`config.mk`:
```
export PLATFORM = sky130hd
export DESIGN_NAME = pulse_counter
export DESIGN_NICKNAME = d
export VERILOG_FILES = /design/src/rtl/pulse_counter.sv
export SDC_FILE = /design/constraint.sdc
export NUM_CORES = 1
export LEC_CHECK = 0
export CAP_MARGIN = 30
export CORE_MARGIN = 3
export CORE_UTILIZATION = 35
export DETAILED_ROUTE_END_ITERATION = 12
export GPL_TIMING_DRIVEN = 0
export PLACE_DENSITY = 0.71
export SLEW_MARGIN = 40
export SYNTH_ARGS = -nofsm -noshare
export SYNTH_HDL_FRONTEND = slang
export SYNTH_SLANG_ARGS = --single-unit
```
`constraint.sdc`:
```
create_clock -name clk -period 2.07 [get_ports clk]
set_input_delay 0.207 -clock clk [delete_from_list [all_inputs] [get_ports clk]]
set_output_delay 0.207 -clock clk [all_outputs]
set_load 0.05 [all_outputs]
```
`src/rtl/pulse_counter.sv`:
```
// Wrapping pulse counter with a load port, a one-shot stop mode, a carry
// pulse on wrap and a saturating count of carry pulses.
module pulse_counter #(
    parameter int unsigned P_BIT = 4
) (
    input  logic             clk,
    input  logic             reset,
    input  logic             enable,
    input  logic             wenable,
    input  logic [P_BIT-1:0] wcount,
    input  logic             oneshot,
    input  logic             carry_clr,
    output logic [P_BIT-1:0] count,
    output logic             carry,
    output logic             done,
    output logic [15:0]      carry_cnt
);

    localparam int unsigned CNT_W = 16;
    localparam logic [P_BIT-1:0] MAX     = '1;
    localparam logic [CNT_W-1:0] CNT_SAT = '1;

    logic advance;
    logic wrap;

    // A load pre-empts counting; a finished one-shot ignores enable.
    assign advance = !wenable && enable && !done;
    assign wrap    = advance && (count == MAX);

    // Counter value, wrap pulse and sticky one-shot completion flag.
    always_ff @(posedge clk) begin
        if (reset) begin
            count <= '0;
            carry <= 1'b0;
            done  <= 1'b0;
        end else if (wenable) begin
            count <= wcount;
            carry <= 1'b0;
            done  <= 1'b0;
        end else if (wrap) begin
            count <= '0;
            carry <= 1'b1;
            if (oneshot) begin
                done <= 1'b1;
            end
        end else if (advance) begin
            count <= count + P_BIT'(1);
            carry <= 1'b0;
        end else begin
            carry <= 1'b0;
        end
    end

    // Saturating carry counter; a clear coinciding with a wrap counts that wrap.
    always_ff @(posedge clk) begin
        if (reset) begin
            carry_cnt <= '0;
        end else if (carry_clr) begin
            carry_cnt <= wrap ? CNT_W'(1) : '0;
        end else if (wrap && (carry_cnt != CNT_SAT)) begin
            carry_cnt <= carry_cnt + CNT_W'(1);
        end
    end

endmodule

```
== After elaboration in Yosys (flattened, before gate mapping) ==
Index checks and enable logic that the tools add are counted.

* RAM bits: 0
* Memory bits (read-only): 0
* Output and inout bits: 22
* Register bits after elaboration: 22
* Word-level logic and storage cells: 25
* Memories: 0
* Bits in latches: 0
* Bits of input ports: 10

* Multiplexer cells: 7
* Reduce and logical (&&, ||, !) cells: 10
* Magnitude comparators: 0
* Divide/modulo/power cells: 0
* Equal/unequal tests: 2
* Shift operators: 0
* Multiply operators: 0
* Bitwise operators: 0
* Add/sub/neg operators: 2

{| class="wikitable"
|+ Operators by type and width
! operator !! number
|-
| $mux W16 || 2
|-
| $add A16 B1 Y16 const B || 1
|-
| $ne A16 B16 Y1 const B || 1
|-
| $mux W4 || 3
|-
| $add A4 B1 Y4 const B || 1
|-
| $eq A4 B4 Y1 const B || 1
|-
| $logic_and A1 B1 Y1 || 4
|-
| $reduce_bool A3 Y1 || 1
|-
| $logic_not A1 Y1 || 2
|-
| $mux W1 || 2
|-
| $reduce_and A2 Y1 || 1
|-
| $reduce_bool A2 Y1 || 1
|-
| $reduce_or A2 Y1 || 1
|}

== Depth between registers and ports, before layout ==
Gate-level depths: netlist of the first run.

* Word-level depth: 7
* Mapped depth: 6
* Mapped depth without buffers: 5

== Worst setup path after synthesis of the first run ==
Ideal clock, no wire load.

* Path type: register to register
* Start: reg count[0]
* End: reg carry_cnt[13]
* Buffers on the path: 1
* Data arrival time: 2.095 ns
* Library setup time: 0.070 ns
* Period minus slack after synthesis: 2.165 ns
* Data required time: 2.000 ns
* Path slack: -0.095 ns
* Cell stages (with the launch flop): 7
* Cell sequence: dfxtp_1 -> ha_1 -> and3_2 -> nand4_2 -> buf_6 -> or4_1 -> a21oi_1

* Cells in the longest elaborated chain, start to end: 4

{| class="wikitable"
|+ RTL lines
! what !! RTL line !! RTL
|-
| from (decl) || 13 || <nowiki>output logic [P_BIT-1:0] count,</nowiki>
|-
| from (signal assigned) || 37 || <nowiki>count <= wcount;</nowiki>
|-
| from (signal assigned) || 47 || <nowiki>count <= count + P_BIT'(1);</nowiki>
|-
| $eq A4 B4 Y1 || 28 || <nowiki>assign wrap = advance && (count == MAX);</nowiki>
|-
| $logic_and A1 B1 Y1 || 28 ||
|-
| $logic_and A1 B1 Y1 || 60 || <nowiki>end else if (wrap && (carry_cnt != CNT_SAT)) begin</nowiki>
|-
| $reduce_bool A2 Y1 (no source line) || - ||
|-
| to (signal assigned) || 59 || <nowiki>carry_cnt <= wrap ? CNT_W'(1) : '0;</nowiki>
|-
| to (signal assigned) || 61 || <nowiki>carry_cnt <= carry_cnt + CNT_W'(1);</nowiki>
|-
| to (decl) || 16 || <nowiki>output logic [15:0] carry_cnt</nowiki>
|}

Every way passes these cells.
A chain may end at the register's enable or synchronous reset.

== Worst setup path in the final report of the first run ==
Same ends and word-level chain as after synthesis.

==> results.cfg, run 1 <==
[synth]
avgSynthCellArea_um2 = 8.76
synth_compound_area_share_pct = 21.6
synth_seq_area_share_pct = 36.4
synth_largest_area_cell = sky130_fd_sc_hd__dfxtp_1
synth_cell_type_count = 43
yosys.area.top_type_share_pct = 36.4
ffs_w_async_s_r_synth_pct = 0
synth_mux_area_share_pct = 2.59
synth_most_common_cell = sky130_fd_sc_hd__dfxtp_1
synthesized_flop_and_latch_total = 22
synth_top_family_by_area = simple AND/OR/NAND/NOR gates
post_synth_xor_area_fraction_pct = 0
synthesized_net_count = 150
yosysWarningCount = 0
synth_area_um2 = 1210
postSynthCellCount = 138
synth_area_leaders = sky130_fd_sc_hd__dfxtp_1 36%, sky130_fd_sc_hd__or4_1 5.0%, sky130_fd_sc_hd__a21oi_1 4.6%, sky130_fd_sc_hd__o31ai_1 4.3%, sky130_fd_sc_hd__nand2_1 3.7%
synthAdderAreaFrac_pct = 2.07
ys_top_cells_by_count = 22 x sky130_fd_sc_hd__dfxtp_1, 12 x sky130_fd_sc_hd__nand2_1, 11 x sky130_fd_sc_hd__a21oi_1
post_synth_edffs = 0
synth_simple_gate_area_share_pct = 31.9
synth_flop_cell = sky130_fd_sc_hd__dfxtp_1

[clocking]
cts_buffer_depth = 2
numClockSinks = 22
cts_inserted_buffers = 3
htree_levels = 1
clk-insertion-delay-late_ns = 0.31
tritoncts = done
ctsRootBufferMaster = sky130_fd_sc_hd__clkbuf_4
cts_clk_pin_slew_worst_paths_ns = 0.12

[global_routing]
first_global_vias = 1196
antenna_violations_before_repair = 0
overflow = 0
grt_start_max_net_pins = 12
grt_pass1_wl_um = 5200
grt.total_usage_pct = 15.5

[floorplan]
die_h_um = 64.8
design.die.area_um2 = 4190
floorplan.die.width_um = 64.8
initial_core_util_pct = 38.0
rows = 20
design.core.area_um2 = 3180
num_io_pins = 32

[setup_path]
worst-setup-path-type = reg2reg
worst_setup_path_startpoint = count[0]
critical_path.endpoint_type = register
path_max_fanout = 10
required_ns = 2.32
critPathLaunchType = register
ff2ff_setup_slack_ns = 0.14
critical_path_arrival_ns = 2.18
crit_chain = ha_1 -> and3_2 -> nand4_2 -> buf_6 -> or4_1 -> a21oi_1
critPathMaxStageDelay_ns = 0.46
critPathSlowestCell = sky130_fd_sc_hd__or4_1
timing.rr.start = count[0]

[final_layout]
fillers = 335
multiInputGateArea_um2 = 709
finish.net_count = 184
layout-drive-gt1-share_pct = 11.2
syn2layout_area_growth_pct = 31.3
ff_latch_area_um2 = 444
insertedDiodeCount = 0
stdcell_area_um2 = 1590

[sta]
fin_skew_ns = 0.00428
hold_viol = 0
timing.slew.headroom_pct = 56.0
setup_viol_count_final = 0
max_freq_ghz = 0.518
final_max_slew_viol_count = 0
timing.final.crit_period_ns = 1.93
grt_setup_unrepaired = no
timing.final.crit_share_pct = 93.2
timing.setup.tns_ns = 0
fin_ws_ns = 0.141
tightest_slew_ns = 0.654

[flow_run]
max_cap_violations = 0

[place]
place.gp.congestion = 0.814
dp_hpwl_um = 2290
dp_worst_setup_slack_ns = 0.0728
placement.io_buffers = 29
placement.cell_area_um2 = 1560

[detailed_routing]
routed-via-count = 1234
first_pass_iters = 4
violation_count_after_the_first_detailed_routing_iteration = 67
antenna_violating_nets_post_route = 0
drcViolationCount = 0
vias_per_cell = 5.77
finalWirelength_um = 3080
routed_wire_length_per_instance_um = 14.4

[power]
power.ir.vdd_worst_mv = 0.235
design_power_total_mw = 0.721
pwr_density_cell_nw_per_um2 = 454
total_leakage_power_nw = 0.513

[hold_path]
worst_hold_path_type = in2reg
source_of_the_worst_hold_timing_path = wenable

[outcome]
result_of_the_run = complete, no violations
==> through the flow <==
step           cells  util (%)  hold WS [ns]
2_1_floorplan    138         -         0.350
3_3_place_gp     211      49.0         0.463
3_5_place_dp     211      49.0         0.470
4_1_cts          214      49.7         0.131
5_1_grt          214      49.9         0.139
6_report         214      49.9         0.137
==> routing by layer <==
| metal | wire, µm | part of all wire [%] | global-route usage [%] | vias up |
|---|---|---|---|---|
| met4 | 40 | 1.3 | 5.54 | 0 |
| li1 | - | - | - | 603 |
| met2 | 1530 | 50 | 27.3 | 43 |
| met3 | 170 | 5.5 | 2.25 | 5 |
| met1 | 1340 | 43 | 18.9 | 583 |
| met5 | 0 | 0 | 0 | - |
==> worst paths after layout <==
| check | to | cells after the start |
|---|---|---|
| setup / recovery | carry_cnt[13] | 6 |
| hold / removal | count[3] | 2 |
| setup reg to reg | carry_cnt[13] | 6 |
| hold reg to reg | carry_cnt[14] | 2 |
==> timing repair <==
item,4_1_cts,5_1_grt
hold buffers,0,0
resized for setup,0,1
hold endpoints to repair,0,0
setup endpoints to repair,0,1
buffers inserted,0,0
==> report_power, final <==
part | total [mW] | internal [mW] | switching, mW | leakage [nW]
clock network | 0.196 | 0.0680 | 0.128 | 0.0138
logic | 0.0875 | 0.0383 | 0.0492 | 0.320
registers | 0.437 | 0.430 | 0.00693 | 0.179
==> flip-flops by register name, summed over array words and instances, names as in the netlist <==
signal     flops
done           1
carry          1
carry_cnt     16
count          4
==> final cells by class <==
type	instances	area share (%)
multi-input cells	105	44.7
flip-flops and latches	22	28.0
repair buffers	29	18.3
well taps	44	3.47
plain buffers	7	3.15
clock buffers	3	1.42
inverters	4	0.946
==> cells by family (layout without fill, tap and decap cells) <==
logic type                 after synthesis  count (layout)
muxes                                    3               3
buffers and inverters                   11              43
AOI/OAI and AO/OA                       39              39
and+or+nand+nor                         61              61
DFF                                     22              22
adders and majority gates                2               2
==> critical path: cells and delay by family (launching register included) <==
kind	cells	cell delay, ns
flops	1	0.39
buf+inv	1	0.18
fa+ha+maj	1	0.22
simple gates	3	0.92
compound gates	1	0.15
==> layout by cell type, fill, tap and decap left out, types with 3 or more instances in the layout <==
master,netlist,routed
sky130_fd_sc_hd__or3_1,4,4
sky130_fd_sc_hd__o31ai_1,7,7
sky130_fd_sc_hd__a21oi_1,11,11
sky130_fd_sc_hd__nor2_1,9,9
sky130_fd_sc_hd__dfxtp_1,22,19
sky130_fd_sc_hd__clkdlybuf4s50_1,0,29
sky130_fd_sc_hd__clkbuf_4,0,3
sky130_fd_sc_hd__dfxtp_2,0,3
sky130_fd_sc_hd__nand4_1,3,3
sky130_fd_sc_hd__a31oi_1,3,3
sky130_fd_sc_hd__nand2_1,12,12
sky130_fd_sc_hd__or4_1,8,8
sky130_fd_sc_hd__o21ai_1,3,3
sky130_fd_sc_hd__nand3_1,5,5
sky130_fd_sc_hd__clkbuf_1,3,3
sky130_fd_sc_hd__buf_6,3,3
sky130_fd_sc_hd__inv_1,4,4
Power figures use the tool's default switching activity.
==> run 2, diff against run 1 <==
Settings changed: CORE_UTILIZATION 35 to 45, PLACE_DENSITY 0.71 to 0.85.
==> run 2 against run 1 <==
Effect of this change: core utilization grew 13 points; clock-buffer cell count grew 1; largest cell class unchanged; sequential power is essentially flat.
==> results.cfg, run 2 (synthesis gave the netlist of run 1 again) <==
[floorplan]
floorplan.die.width_um = 57.8
design.core.area_um2 = 2520
rows = 18
initial_core_util_pct = 47.9
die_h_um = 57.8
num_io_pins = 32
design.die.area_um2 = 3340

[place]
place.gp.congestion = 0.904
placement.io_buffers = 29
dp_worst_setup_slack_ns = 0.0899
dp_cells = 197
placement.cell_area_um2 = 1540
dp_hpwl_um = 2260

[sta]
fin_ws_ns = 0.148
max_freq_ghz = 0.520
timing.setup.tns_ns = 0
fin_skew_ns = 0.00106
hold_slack_ns = 0.137
grt_setup_unrepaired = no
timing.slew.headroom_pct = 65.7
timing.final.crit_share_pct = 92.8
tightest_slew_ns = 0.514
timing.final.crit_period_ns = 1.92
hold_viol = 0
final_max_slew_viol_count = 0
setup_viol_count_final = 0

[detailed_routing]
first_pass_iters = 4
finalWirelength_um = 3050
routed_wire_length_per_instance_um = 15.2
vias_per_cell = 6.13
drcViolationCount = 0
violation_count_after_the_first_detailed_routing_iteration = 20
antenna_violating_nets_post_route = 0
routed-via-count = 1233

[final_layout]
reg_top3 = carry_cnt x16, count x4
layout-drive-gt1-share_pct = 11.7
fillers = 227
stdcell_area_um2 = 1590
ff_latch_area_um2 = 444
registers.top_by_ff_count = carry_cnt
multiInputGateArea_um2 = 714
syn2layout_area_growth_pct = 31.4
finish.net_count = 184
largest_register_ff_count = 16
most_frequent_standard_cell_in_the_layout_excluding_fill_and_tap_cells = sky130_fd_sc_hd__clkdlybuf4s50_1
final-instance-count-excl-fill = 201
final_util_pct = 62.9
mostFrequentLayoutCells = 29 x sky130_fd_sc_hd__clkdlybuf4s50_1, 19 x sky130_fd_sc_hd__dfxtp_1, 12 x sky130_fd_sc_hd__nand2_1, 11 x sky130_fd_sc_hd__a21oi_1, 9 x sky130_fd_sc_hd__nor2_1
insertedDiodeCount = 0

[global_routing]
first_global_vias = 1134
grt_start_max_net_pins = 13
overflow = 0
antenna_violations_before_repair = 0
grt_pass1_wl_um = 4910
grt.total_usage_pct = 18.5

[clocking]
clk-insertion-delay-late_ns = 0.31
numClockSinks = 22
htree_levels = 1
cts.repair_timing.setup_buffer_count = 0
post_cts_hold_buffer_count = 0
tritoncts = done
cts_buffer_depth = 2
cts_resizes = 0
ctsRootBufferMaster = sky130_fd_sc_hd__clkbuf_4
cts_clk_pin_slew_worst_paths_ns = 0.13
cts_inserted_buffers = 3

[power]
pwr_density_cell_nw_per_um2 = 484
power.ir.vdd_worst_mv = 0.415
design_power_total_mw = 0.769
total_leakage_power_nw = 0.533

[setup_path]
critical_path.endpoint_type = register
worst-setup-path-type = reg2reg
required_ns = 2.32
path_max_fanout = 10
critical_path_arrival_ns = 2.17
critPathLaunchType = register
ff2ff_setup_slack_ns = 0.15

[outcome]
result_of_the_run = complete, no violations

[hold_path]
worst_hold_path_type = in2reg

[flow_run]
max_cap_violations = 0
-- run 2: changes by cell type in the layout (fill, tap and decap cells not counted), sizes merged --
| cell | previous run | this run |
|---|---|---|
| clkbuf | 6 | 7 |
-- run 2: final cells by class --
class / count / share of cell area, %
Buffer: 7 / 3.15
Inverter: 4 / 0.946
Sequential cell: 22 / 28.0
Tap cell: 30 / 2.36
Timing Repair Buffer: 29 / 18.3
Multi-Input combinational cell: 105 / 45.0
Clock buffer: 4 / 2.29
-- run 2: power breakdown --
| part | leakage (nW) | switching, mW | internal, mW |
|---|---|---|---|
| clock network | 0.0210 | 0.137 | 0.107 |
| registers | 0.179 | 0.00757 | 0.430 |
| logic | 0.333 | 0.0493 | 0.0383 |
| total | 0.533 | 0.194 | 0.576 |
-- run 2: metal layers --
metal  vias up  track usage [%]  routed length (µm)
li1        601                -                   -
met1       585             21.8                1330
met2        42             33.7                1500
met3         5             2.90                 183
met4         0             6.29                  36
met5         -                0                   0
-- run 2: final timing paths --
check	startpoint	endpoint	cells after the start
worst min register to register	carry_cnt[14]	carry_cnt[14]	2
worst min-delay path	wenable	count[3]	2
worst max register to register	count[0]	carry_cnt[13]	6
worst max-delay path	count[0]	carry_cnt[13]	6
-- run 2: critical path: stages (launching register included) --
cell and delay (ns):
sky130_fd_sc_hd__dfxtp_2 0.40, sky130_fd_sc_hd__ha_1 0.23, sky130_fd_sc_hd__and3_2 0.31, sky130_fd_sc_hd__nand4_2 0.15, sky130_fd_sc_hd__buf_6 0.17, sky130_fd_sc_hd__or4_1 0.46
sky130_fd_sc_hd__a21oi_1 0.14
